<file path="src/rtl/mem_arbiter.sv">
// mem_arbiter: two-port req/ack arbiter sharing one single-port RAM.
// Define MEM_ARB_RR_EN for round-robin tie-breaking (default: port 0 priority).
module mem_arbiter #(
  parameter int AW     = 12,
  parameter int DW     = 16,
  parameter int RD_LAT = 1
) (
  input  logic          clock,
  input  logic          reset,
  input  logic          p0_req,
  input  logic          p0_we,
  input  logic [AW-1:0] p0_addr,
  input  logic [DW-1:0] p0_wdata,
  output logic          p0_ack,
  output logic [DW-1:0] p0_rdata,
  input  logic          p1_req,
  input  logic          p1_we,
  input  logic [AW-1:0] p1_addr,
  input  logic [DW-1:0] p1_wdata,
  output logic          p1_ack,
  output logic [DW-1:0] p1_rdata,
  output logic [AW-1:0] m_addr,
  output logic [DW-1:0] m_data,
  output logic          m_wren,
  input  logic [DW-1:0] m_q,
  output logic          owner,
  output logic          busy
);

  typedef enum logic [1:0] {
    IDLE,
    ACCESS,
    WAIT,
    DONE
  } state_t;

  // WAIT counter value on the last wait cycle
  localparam logic [1:0] WLAST = 2'(RD_LAT > 1 ? RD_LAT - 2 : 0);

  state_t          state;
  state_t          state_nxt;
  logic [1:0]      wcnt;
  logic            grant;
  logic            cap;
  logic            sel;
  logic            tie_win;
  logic            sel_we;
  logic [AW-1:0]   sel_addr;
  logic [DW-1:0]   sel_wdata;

`ifdef MEM_ARB_RR_EN
  assign tie_win = ~owner;
`else
  assign tie_win = 1'b0;
`endif

  always_comb begin
    sel = 1'b0;
    unique case (1'b1)
      p0_req & p1_req:  sel = tie_win;
      ~p0_req & p1_req: sel = 1'b1;
      default:          sel = 1'b0;
    endcase
  end

  assign sel_we    = sel ? p1_we    : p0_we;
  assign sel_addr  = sel ? p1_addr  : p0_addr;
  assign sel_wdata = sel ? p1_wdata : p0_wdata;

  always_comb begin
    state_nxt = state;
    grant     = 1'b0;
    cap       = 1'b0;
    unique case (state)
      IDLE: begin
        if (p0_req | p1_req) begin
          grant     = 1'b1;
          state_nxt = ACCESS;
        end
      end
      ACCESS: begin
        if (m_wren) begin
          state_nxt = DONE;
        end else if (RD_LAT == 1) begin
          cap       = 1'b1;
          state_nxt = DONE;
        end else begin
          state_nxt = WAIT;
        end
      end
      WAIT: begin
        if (wcnt == WLAST) begin
          cap       = 1'b1;
          state_nxt = DONE;
        end
      end
      DONE:    state_nxt = IDLE;
      default: state_nxt = IDLE;
    endcase
  end

  assign busy = (state != IDLE);

  always_ff @(posedge clock or posedge reset) begin
    if (reset) begin
      state <= IDLE;
      wcnt  <= 2'd0;
    end else begin
      state <= state_nxt;
      wcnt  <= (state == WAIT) ? wcnt + 2'd1 : 2'd0;
    end
  end

  // RAM side is registered; only the grant cycle loads new values
  always_ff @(posedge clock or posedge reset) begin
    if (reset) begin
      m_wren <= 1'b0;
      m_addr <= '0;
      m_data <= '0;
      owner  <= 1'b1;
    end else begin
      m_wren <= grant & sel_we;
      if (grant) begin
        m_addr <= sel_addr;
        m_data <= sel_wdata;
        owner  <= sel;
      end
    end
  end

  always_ff @(posedge clock or posedge reset) begin
    if (reset) begin
      p0_ack   <= 1'b0;
      p1_ack   <= 1'b0;
      p0_rdata <= '0;
      p1_rdata <= '0;
    end else begin
      p0_ack <= (state == DONE) & ~owner;
      p1_ack <= (state == DONE) & owner;
      if (cap & ~owner) p0_rdata <= m_q;
      if (cap & owner)  p1_rdata <= m_q;
    end
  end

endmodule

</file>
<file path="config.mk">
export PLATFORM = sky130hd
export DESIGN_NAME = mem_arbiter
export DESIGN_NICKNAME = d
export VERILOG_FILES = /design/src/rtl/mem_arbiter.sv
export SDC_FILE = /design/constraint.sdc
export NUM_CORES = 1
export LEC_CHECK = 0
export BUFFER_PORTS_ARGS = -buffer_cell sky130_fd_sc_hd__buf_2
export CAP_MARGIN = 20
export CORE_MARGIN = 8
export CORE_UTILIZATION = 46
export DETAILED_ROUTE_END_ITERATION = 16
export PLACE_DENSITY_LB_ADDON = 0.08
export SYNTH_ARGS = -nofsm -noshare
export SYNTH_HDL_FRONTEND = slang
export SYNTH_SLANG_ARGS = --single-unit
</file>
<file path="constraint.sdc">
create_clock -name clock -period 2.5 [get_ports clock]
set_input_delay 0.125 -clock clock [delete_from_list [all_inputs] [get_ports clock]]
set_output_delay 0.125 -clock clock [all_outputs]
set_load 0.01 [all_outputs]
</file>
==> results.py, run 1 <==
metrics = {
    "run_status": {
        "outcome": "finished clean",
    },
    "pwr": {
        "cellPowerDensity_nw_per_um2": 1260,
        "vdd.ir_drop.worst_uv": 738,
        "p_sw_frac": 0.344,
        "leakagePower_nw": 2.06,
        "internal_power_mw": 3.29,
        "netSwitchingPower_mw": 1.72,
        "pwr-share-comb": 0.422,
        "p_total_mw": 5.01,
        "clock_power_share": 0.196,
        "pwr-share-seq": 0.382,
    },
    "synth": {
        "register_area_share_after_synthesis": 0.572,
        "synth_seq_cells": 68,
        "synthDistinctLibCells": 28,
        "synth.largest_area_cell": "sky130_fd_sc_hd__dfrtp_1",
        "avgSynthCellArea_sq_um": 13.2,
        "syn-instance-count": 226,
        "synthDominantCellAreaShare": 0.563,
        "synth.net_count": 309,
        "async_reset_ff_frac": 1.00,
        "ys_top_cells_by_area": "sky130_fd_sc_hd__dfrtp_1 (56%), sky130_fd_sc_hd__mux2i_1 (9.8%), sky130_fd_sc_hd__mux2_4 (5.5%), sky130_fd_sc_hd__mux2_2 (4.5%), sky130_fd_sc_hd__mux2_1 (3.8%)",
        "area_of_the_mapped_netlist_sq_um": 2980,
        "most_used_dff_post_synth": "sky130_fd_sc_hd__dfrtp_1",
        "synth_enable_flop_cells": 0,
        "synth.yosys.warnings": 0,
        "yosys-top-cells-count": "sky130_fd_sc_hd__dfrtp_1 (67), sky130_fd_sc_hd__mux2i_1 (29), sky130_fd_sc_hd__nand2_1 (29), sky130_fd_sc_hd__o21ai_0 (20), sky130_fd_sc_hd__mux2_2 (12)",
        "synth_most_common_cell": "sky130_fd_sc_hd__dfrtp_1",
    },
    "final_layout": {
        "layout.nets": 457,
        "final_layout_size_suffix_gt1_frac": 0.512,
        "antenna_cells_inserted": 0,
        "area_growth_syn_to_layout_pct": 34.1,
    },
    "timing": {
        "final.hold.worst_slack_ps": 30.2,
        "timing.clock.skew_ps": 9.37,
        "setup_viol": 0,
        "total_neg_setup_slack_ps": 0,
        "slew_violations": 0,
        "tightestPinTransition_ps": 791,
        "timing.fmax_mhz": 537,
        "timing.final.crit_period_ps": 1860,
        "post-route-period-util": 0.744,
        "setup_slack_ps": 639,
        "unrepaired_setup_endpoints_after_global_routing": "false",
        "hold_viol_final": 0,
        "slew_headroom": 0.472,
    },
    "floorplan": {
        "design.die.area_sq_um": 9300,
        "ioPinCount": 143,
        "die_w_um": 96.4,
        "core_rows": 29,
        "core-area_sq_um": 6310,
        "initial_core_util": 0.471,
        "dieHeight_um": 96.4,
    },
    "grt": {
        "grt_antenna_before_repair": 0,
        "grt_pass1_vias": 2249,
        "global_route_wire_length_before_repair_mm": 10.6,
        "grt_remaining_overflow": 0,
        "grt_start_max_net_pins": 57,
        "gr-usage-all-layers": 0.148,
    },
    "routing": {
        "vias": 2143,
        "drcViolationCount": 0,
        "antenna_violating_nets_post_route": 0,
        "vias_per_cell": 4.70,
        "post_drt_wl_per_cell_um": 15.0,
        "routed_wirelength_mm": 6.84,
        "drt_iter0_drc": 49,
        "1st_pass_router_iterations": 4,
    },
    "cts": {
        "cts_htree_levels": 3,
        "hold_buffers": 1,
        "clock_tree.root_cell": "sky130_fd_sc_hd__clkbuf_8",
        "cts_buffers": 9,
        "cts_repair_resize_count": 0,
        "worst_setup_hold_path_clk_slew_ps": 70,
        "cts_setup_buffers": 0,
        "tritoncts": "built",
        "clockBufferDepth": 2,
        "insertion_delay_ps": 330,
        "clock-sinks": 68,
    },
    "worst_setup_path": {
        "cp_max_fo": 16,
        "cp.required_ps": 2710,
        "maximum_cell_stage_delay_along_the_critical_path_ps": 430,
        "timing.critical_path.slowest_stage_cell": "sky130_fd_sc_hd__a21oi_4",
        "setup.worst_path.start_class": "register",
        "worst-endpoint-arrival_ps": 2070,
        "timing.setup.critical_path_class": "register to register",
        "critical_path_cell_list": "inv_1, ha_1, nand2b_4, a21oi_4, mux2_2",
        "critPathCaptureType": "register",
    },
    "placement": {
        "port_buffers": 142,
        "hpwl_mm": 5.22,
        "gp_congestion": 0.723,
        "place_worst_setup_slack_ps": 639,
    },
    "run": {
        "cap_violations": 0,
    },
    "worst_hold_path": {
        "min-delay-path-class": "input pin to register",
    },
}
==> cells in the final DEF, fill, tap and decap left out, types with 2 or more instances in the layout <==
master                      count
sky130_fd_sc_hd__buf_2        142
sky130_fd_sc_hd__dfrtp_1       67
sky130_fd_sc_hd__mux2i_1       29
sky130_fd_sc_hd__nand2_1       29
sky130_fd_sc_hd__o21ai_0       19
sky130_fd_sc_hd__mux2_2        12
sky130_fd_sc_hd__mux2_4        11
sky130_fd_sc_hd__mux2_1        10
sky130_fd_sc_hd__clkbuf_8      10
sky130_fd_sc_hd__o21ai_1        9
sky130_fd_sc_hd__inv_1          5
sky130_fd_sc_hd__ha_1           5
sky130_fd_sc_hd__buf_4          3
sky130_fd_sc_hd__inv_2          2
sky130_fd_sc_hd__nand2b_4       2
sky130_fd_sc_hd__a21oi_4        2
sky130_fd_sc_hd__nor2_1         2
sky130_fd_sc_hd__and2_1         2
sky130_fd_sc_hd__a21oi_1        2
sky130_fd_sc_hd__bufinv_16      2
sky130_fd_sc_hd__clkbuf_1       2
sky130_fd_sc_hd__buf_12         2
==> sequential cells by signal, indices dropped and copies added (netlist names) <==
| signal | count |
|---|---|
| state | 2 |
| p0_ack | 1 |
| m_data | 16 |
| owner | 1 |
| m_wren | 1 |
| p0_rdata | 16 |
| m_addr | 12 |
| p1_rdata | 16 |
| wcnt | 2 |
| p1_ack | 1 |
==> path summary, 6_finish.rpt <==
check,from,endpoint,slack (ps),depth (start not counted)
worst max-delay path,state[1],p0_rdata[13],640,5
worst min-delay path,m_q[1],p0_rdata[1],30,2
worst max register to register,state[1],p0_rdata[13],640,5
worst min register to register,wcnt[0],wcnt[0],420,1
max in group asynchronous,reset,owner,1280,4
min in group asynchronous,reset,p1_rdata[8],500,3
==> per-layer routing <==
layer | wire length (um) | up-vias | global-route usage
li1 | - | 1069 | -
met2 | 3040 | 95 | 0.223
met1 | 2930 | 975 | 0.182
met4 | 50 | 0 | 0.0492
met3 | 821 | 4 | 0.0711
met5 | 0 | - | 0
==> logic make-up (layout without fill, tap and decap cells) <==
| group | after synthesis | in the layout | share of synthesized area |
|---|---|---|---|
| buffers and inverters | 18 | 171 | 0.0403 |
| multiplexers | 62 | 62 | 0.236 |
| flip-flops | 68 | 68 | 0.572 |
| AO/OA/AOI/OAI | 35 | 35 | 0.0689 |
| adder cells (fa/ha/maj) | 5 | 5 | 0.0210 |
| AND/OR/NAND/NOR | 38 | 38 | 0.0614 |
==> through the flow <==
step | std cells | utilization | cell area (sq um)
floorplan | 226 | - | 2980
global placement | 438 | 0.593 | 3740
detailed placement | 438 | 0.593 | 3740
CTS | 455 | 0.629 | 3970
global route | 456 | 0.632 | 3990
finish | 456 | 0.632 | 3990
==> area by class of cell <==
type / instances / area (sq um)
Inverter: 7 / 26.3
Clock inverter: 4 / 72.6
Multi-Input combinational cell: 140 / 1160
Fill cell: 523 / 2320
Sequential cell: 68 / 1700
Clock buffer: 12 / 145
Timing Repair Buffer: 148 / 783
Tap cell: 77 / 96.3
==> critical path, delay by kind of cell, from the launching register on <==
| family | cells | cell delay, ps |
|---|---|---|
| buffers and inverters | 1 | 80 |
| multiplexers | 1 | 390 |
| AND/OR/NAND/NOR | 1 | 70 |
| AO/OA/AOI/OAI | 1 | 430 |
| flip-flops | 1 | 400 |
| adder cells (fa/ha/maj) | 1 | 380 |
==> power by group through the flow <==
| stage | Clock [mW] | Combinational (mW) | Sequential (mW) |
|---|---|---|---|
| floorplan | 0 | 1.12 | 2.18 |
| CTS | 1.01 | 2.14 | 1.92 |
| finish | 0.981 | 2.11 | 1.92 |
| global route | 1.06 | 2.35 | 2.00 |
| global placement | 0 | 2.08 | 1.94 |
| detailed placement | 0 | 2.14 | 1.93 |
Power figures use the tool's default switching activity.
==> run 2, diff against run 1 <==
- ABC_AREA: not set -> 1
- CORE_UTILIZATION: 46 -> 47
- clock period: 2.5 -> 1.9 ns (I/O delays scaled with it)
==> run 2 against run 1 <==
Against the previous run: core utilization down 1.3 points; first-iteration DRC count rose to 2.7 times the previous value; hold slack worse by 4.9 ps; sequential power up 32%; sequential cell count unchanged; clock power up 17%; non-clock buffer count up 3; count of clock-buffer cells in the layout down 2; design area up 4.9%; maximum frequency up 16%; critical endpoint is now p0_rdata[9]; largest cell class unchanged; largest power group unchanged.
==> results.py, run 2 <==
metrics = {
    "run_status": {
        "outcome": "finished clean",
    },
    "floorplan": {
        "design.die.area_sq_um": 9850,
        "core-area_sq_um": 6760,
        "initial_core_util": 0.482,
        "die_w_um": 99.3,
        "ioPinCount": 143,
        "dieHeight_um": 99.3,
        "core_rows": 30,
    },
    "final_layout": {
        "final_layout_size_suffix_gt1_frac": 0.322,
        "final_cell_area_sq_um": 4190,
        "commonest_cells_after_routing_fill_and_taps_aside": "sky130_fd_sc_hd__nand2_1 (208), sky130_fd_sc_hd__buf_2 (142), sky130_fd_sc_hd__dfrtp_1 (67)",
        "area_of_the_multi_input_gates_sq_um": 1310,
        "storage_cell_area_sq_um": 1700,
        "antenna_cells_inserted": 0,
        "area_growth_syn_to_layout_pct": 28.5,
        "biggestRegsByFlops": "m_data: 16 flops, p0_rdata: 16 flops, p1_rdata: 16 flops",
        "commonest_non_fill_non_tap_cell_in_the_layout": "sky130_fd_sc_hd__nand2_1",
        "utilization": 0.620,
        "fill_cells": 615,
        "layout.nets": 622,
    },
    "timing": {
        "slew_violations": 0,
        "hold_viol_final": 0,
        "tightestPinTransition_ps": 472,
        "slew_headroom": 0.685,
        "timing.fmax_mhz": 626,
        "total_neg_setup_slack_ps": 0,
        "setup_viol": 0,
        "final.hold.worst_slack_ps": 25.3,
        "post-route-period-util": 0.841,
        "unrepaired_setup_endpoints_after_global_routing": "false",
        "timing.clock.skew_ps": 12.7,
        "timing.final.crit_period_ps": 1600,
    },
    "synth": {
        "synth.net_count": 485,
        "synth_seq_cells": 68,
        "synthDominantCellAreaShare": 0.515,
        "synth.largest_area_cell": "sky130_fd_sc_hd__dfrtp_1",
        "synth_enable_flop_cells": 0,
        "synth.yosys.warnings": 0,
        "most_used_dff_post_synth": "sky130_fd_sc_hd__dfrtp_1",
        "synth_most_common_cell": "sky130_fd_sc_hd__nand2_1",
        "syn-instance-count": 402,
        "area_of_the_mapped_netlist_sq_um": 3260,
        "avgSynthCellArea_sq_um": 8.10,
        "yosys-top-cells-count": "sky130_fd_sc_hd__nand2_1 (208), sky130_fd_sc_hd__dfrtp_1 (67), sky130_fd_sc_hd__nand4_1 (32), sky130_fd_sc_hd__nand3_1 (23), sky130_fd_sc_hd__inv_1 (18)",
        "register_area_share_after_synthesis": 0.523,
        "async_reset_ff_frac": 1.00,
        "synthDistinctLibCells": 19,
        "ys_top_cells_by_area": "sky130_fd_sc_hd__dfrtp_1 (51%), sky130_fd_sc_hd__nand2_1 (24%), sky130_fd_sc_hd__nand4_1 (6.1%), sky130_fd_sc_hd__nand3_1 (3.5%), sky130_fd_sc_hd__buf_2 (2.5%)",
    },
    "worst_setup_path": {
        "critical_path_cell_list": "inv_1, ha_1, nand2_1, nand2_2, nand3_4, nand2_1, nand2_1",
        "critPathCaptureType": "register",
        "timing.setup.critical_path_class": "register to register",
        "setup.worst_path.start_class": "register",
        "worst-endpoint-arrival_ps": 1820,
        "cp.required_ps": 2120,
        "ff2ff_setup_slack_ps": 300,
        "cp_max_fo": 16,
        "timing.critical_path.slowest_stage_cell": "sky130_fd_sc_hd__dfrtp_1",
        "worst_path_most_repeated_cell": "sky130_fd_sc_hd__nand2_1",
        "cp.buffers_inverters": 1,
        "cpLargestDelayFamily": "simple AND/OR/NAND/NOR gates",
        "maximum_cell_stage_delay_along_the_critical_path_ps": 420,
    },
    "grt": {
        "gr-usage-all-layers": 0.177,
        "global_route_wire_length_before_repair_mm": 14.4,
        "grt_remaining_overflow": 0,
        "grt_start_max_net_pins": 69,
        "grt_antenna_before_repair": 0,
        "grt_pass1_vias": 3121,
    },
    "routing": {
        "post_drt_wl_per_cell_um": 13.9,
        "vias": 3038,
        "drcViolationCount": 0,
        "antenna_violating_nets_post_route": 0,
        "1st_pass_router_iterations": 4,
        "routed_wirelength_mm": 8.64,
        "vias_per_cell": 4.87,
        "drt_iter0_drc": 133,
    },
    "pwr": {
        "cellPowerDensity_nw_per_um2": 1620,
        "vdd.ir_drop.worst_uv": 597,
        "p_total_mw": 6.79,
        "leakagePower_nw": 2.49,
    },
    "placement": {
        "gp_congestion": 0.755,
        "detailed_place.area_sq_um": 3980,
        "port_buffers": 142,
        "hpwl_mm": 6.46,
    },
    "cts": {
        "clock-sinks": 68,
        "clockBufferDepth": 2,
        "tritoncts": "built",
        "cts_buffers": 9,
        "clock_tree.root_cell": "sky130_fd_sc_hd__clkbuf_8",
        "cts_htree_levels": 3,
        "worst_setup_hold_path_clk_slew_ps": 80,
        "cts_repair_resize_count": 0,
        "insertion_delay_ps": 330,
    },
    "worst_hold_path": {
        "min-delay-path-class": "input pin to register",
    },
    "run": {
        "cap_violations": 0,
    },
}
[run 2: cell types whose count changed in the layout (fill, tap and decap cells not counted), sizes merged, moves of 4 or more]
cell and change:
nand3 +25, nand4 +32, o21ai -20, mux2 -33, a21oi -4, inv +14
nand2 +180, mux2i -29
[run 2: path summary, 6_finish.rpt]
check                      startpoint           to  depth (start not counted)
hold / removal                 m_q[3]  p0_rdata[3]                          3
setup reg to reg             state[0]  p0_rdata[9]                          7
setup / recovery             state[0]  p0_rdata[9]                          7
min in group asynchronous       reset  p0_rdata[2]                          4
max in group asynchronous       reset        owner                          4
hold reg to reg               wcnt[0]      wcnt[0]                          1
[run 2: logic make-up after synthesis]
family	after synthesis	share of synthesized area
compound gates	9	0.0173
buf+inv	46	0.0764
simple gates	274	0.364
flops	68	0.523
fa+ha+maj	5	0.0192
[run 2: worst reg2reg max path, cell delays in order (launching register included)]
cell and delay (ps):
sky130_fd_sc_hd__dfrtp_1 420, sky130_fd_sc_hd__inv_1 100, sky130_fd_sc_hd__ha_1 190, sky130_fd_sc_hd__nand2_1 70, sky130_fd_sc_hd__nand2_2 270, sky130_fd_sc_hd__nand3_4 260, sky130_fd_sc_hd__nand2_1 130, sky130_fd_sc_hd__nand2_1 50
[run 2: layer usage]
| layer | track usage | share of wire |
|---|---|---|
| met1 | 0.209 | 0.44 |
| met2 | 0.291 | 0.46 |
| met5 | 0 | 0 |
| met3 | 0.0635 | 0.086 |
| met4 | 0.0617 | 0.014 |
[run 2: power by group]
group | switching, mW | internal [mW]
combinational | 1.93 | 1.17
sequential | 0.384 | 2.14
clock | 0.546 | 0.607
[run 2: area by class of cell]
| type | instances | share of cell area |
|---|---|---|
| clock buffer | 10 | 0.0305 |
| clock inverter | 6 | 0.0155 |
| inverter | 21 | 0.0188 |
| multi-input combinational | 288 | 0.312 |
| sequential | 68 | 0.407 |
| tap | 80 | 0.0239 |
| timing repair buffer | 151 | 0.192 |
[run 2: metrics by stage]
step	cells	worst slack [ps]
2_1_floorplan	402	95.1
3_3_place_gp	607	372
3_5_place_dp	607	292
4_1_cts	624	299
5_1_grt	624	148
6_report	624	302
[run 2: timing repair]
| action | 4_1_cts | 5_1_grt |
|---|---|---|
| endpoints found under the setup margin | 0 | 0 |
| buffers inserted | 0 | 0 |
| hold buffers | 1 | 0 |
| hold endpoints to repair | 67 | 0 |
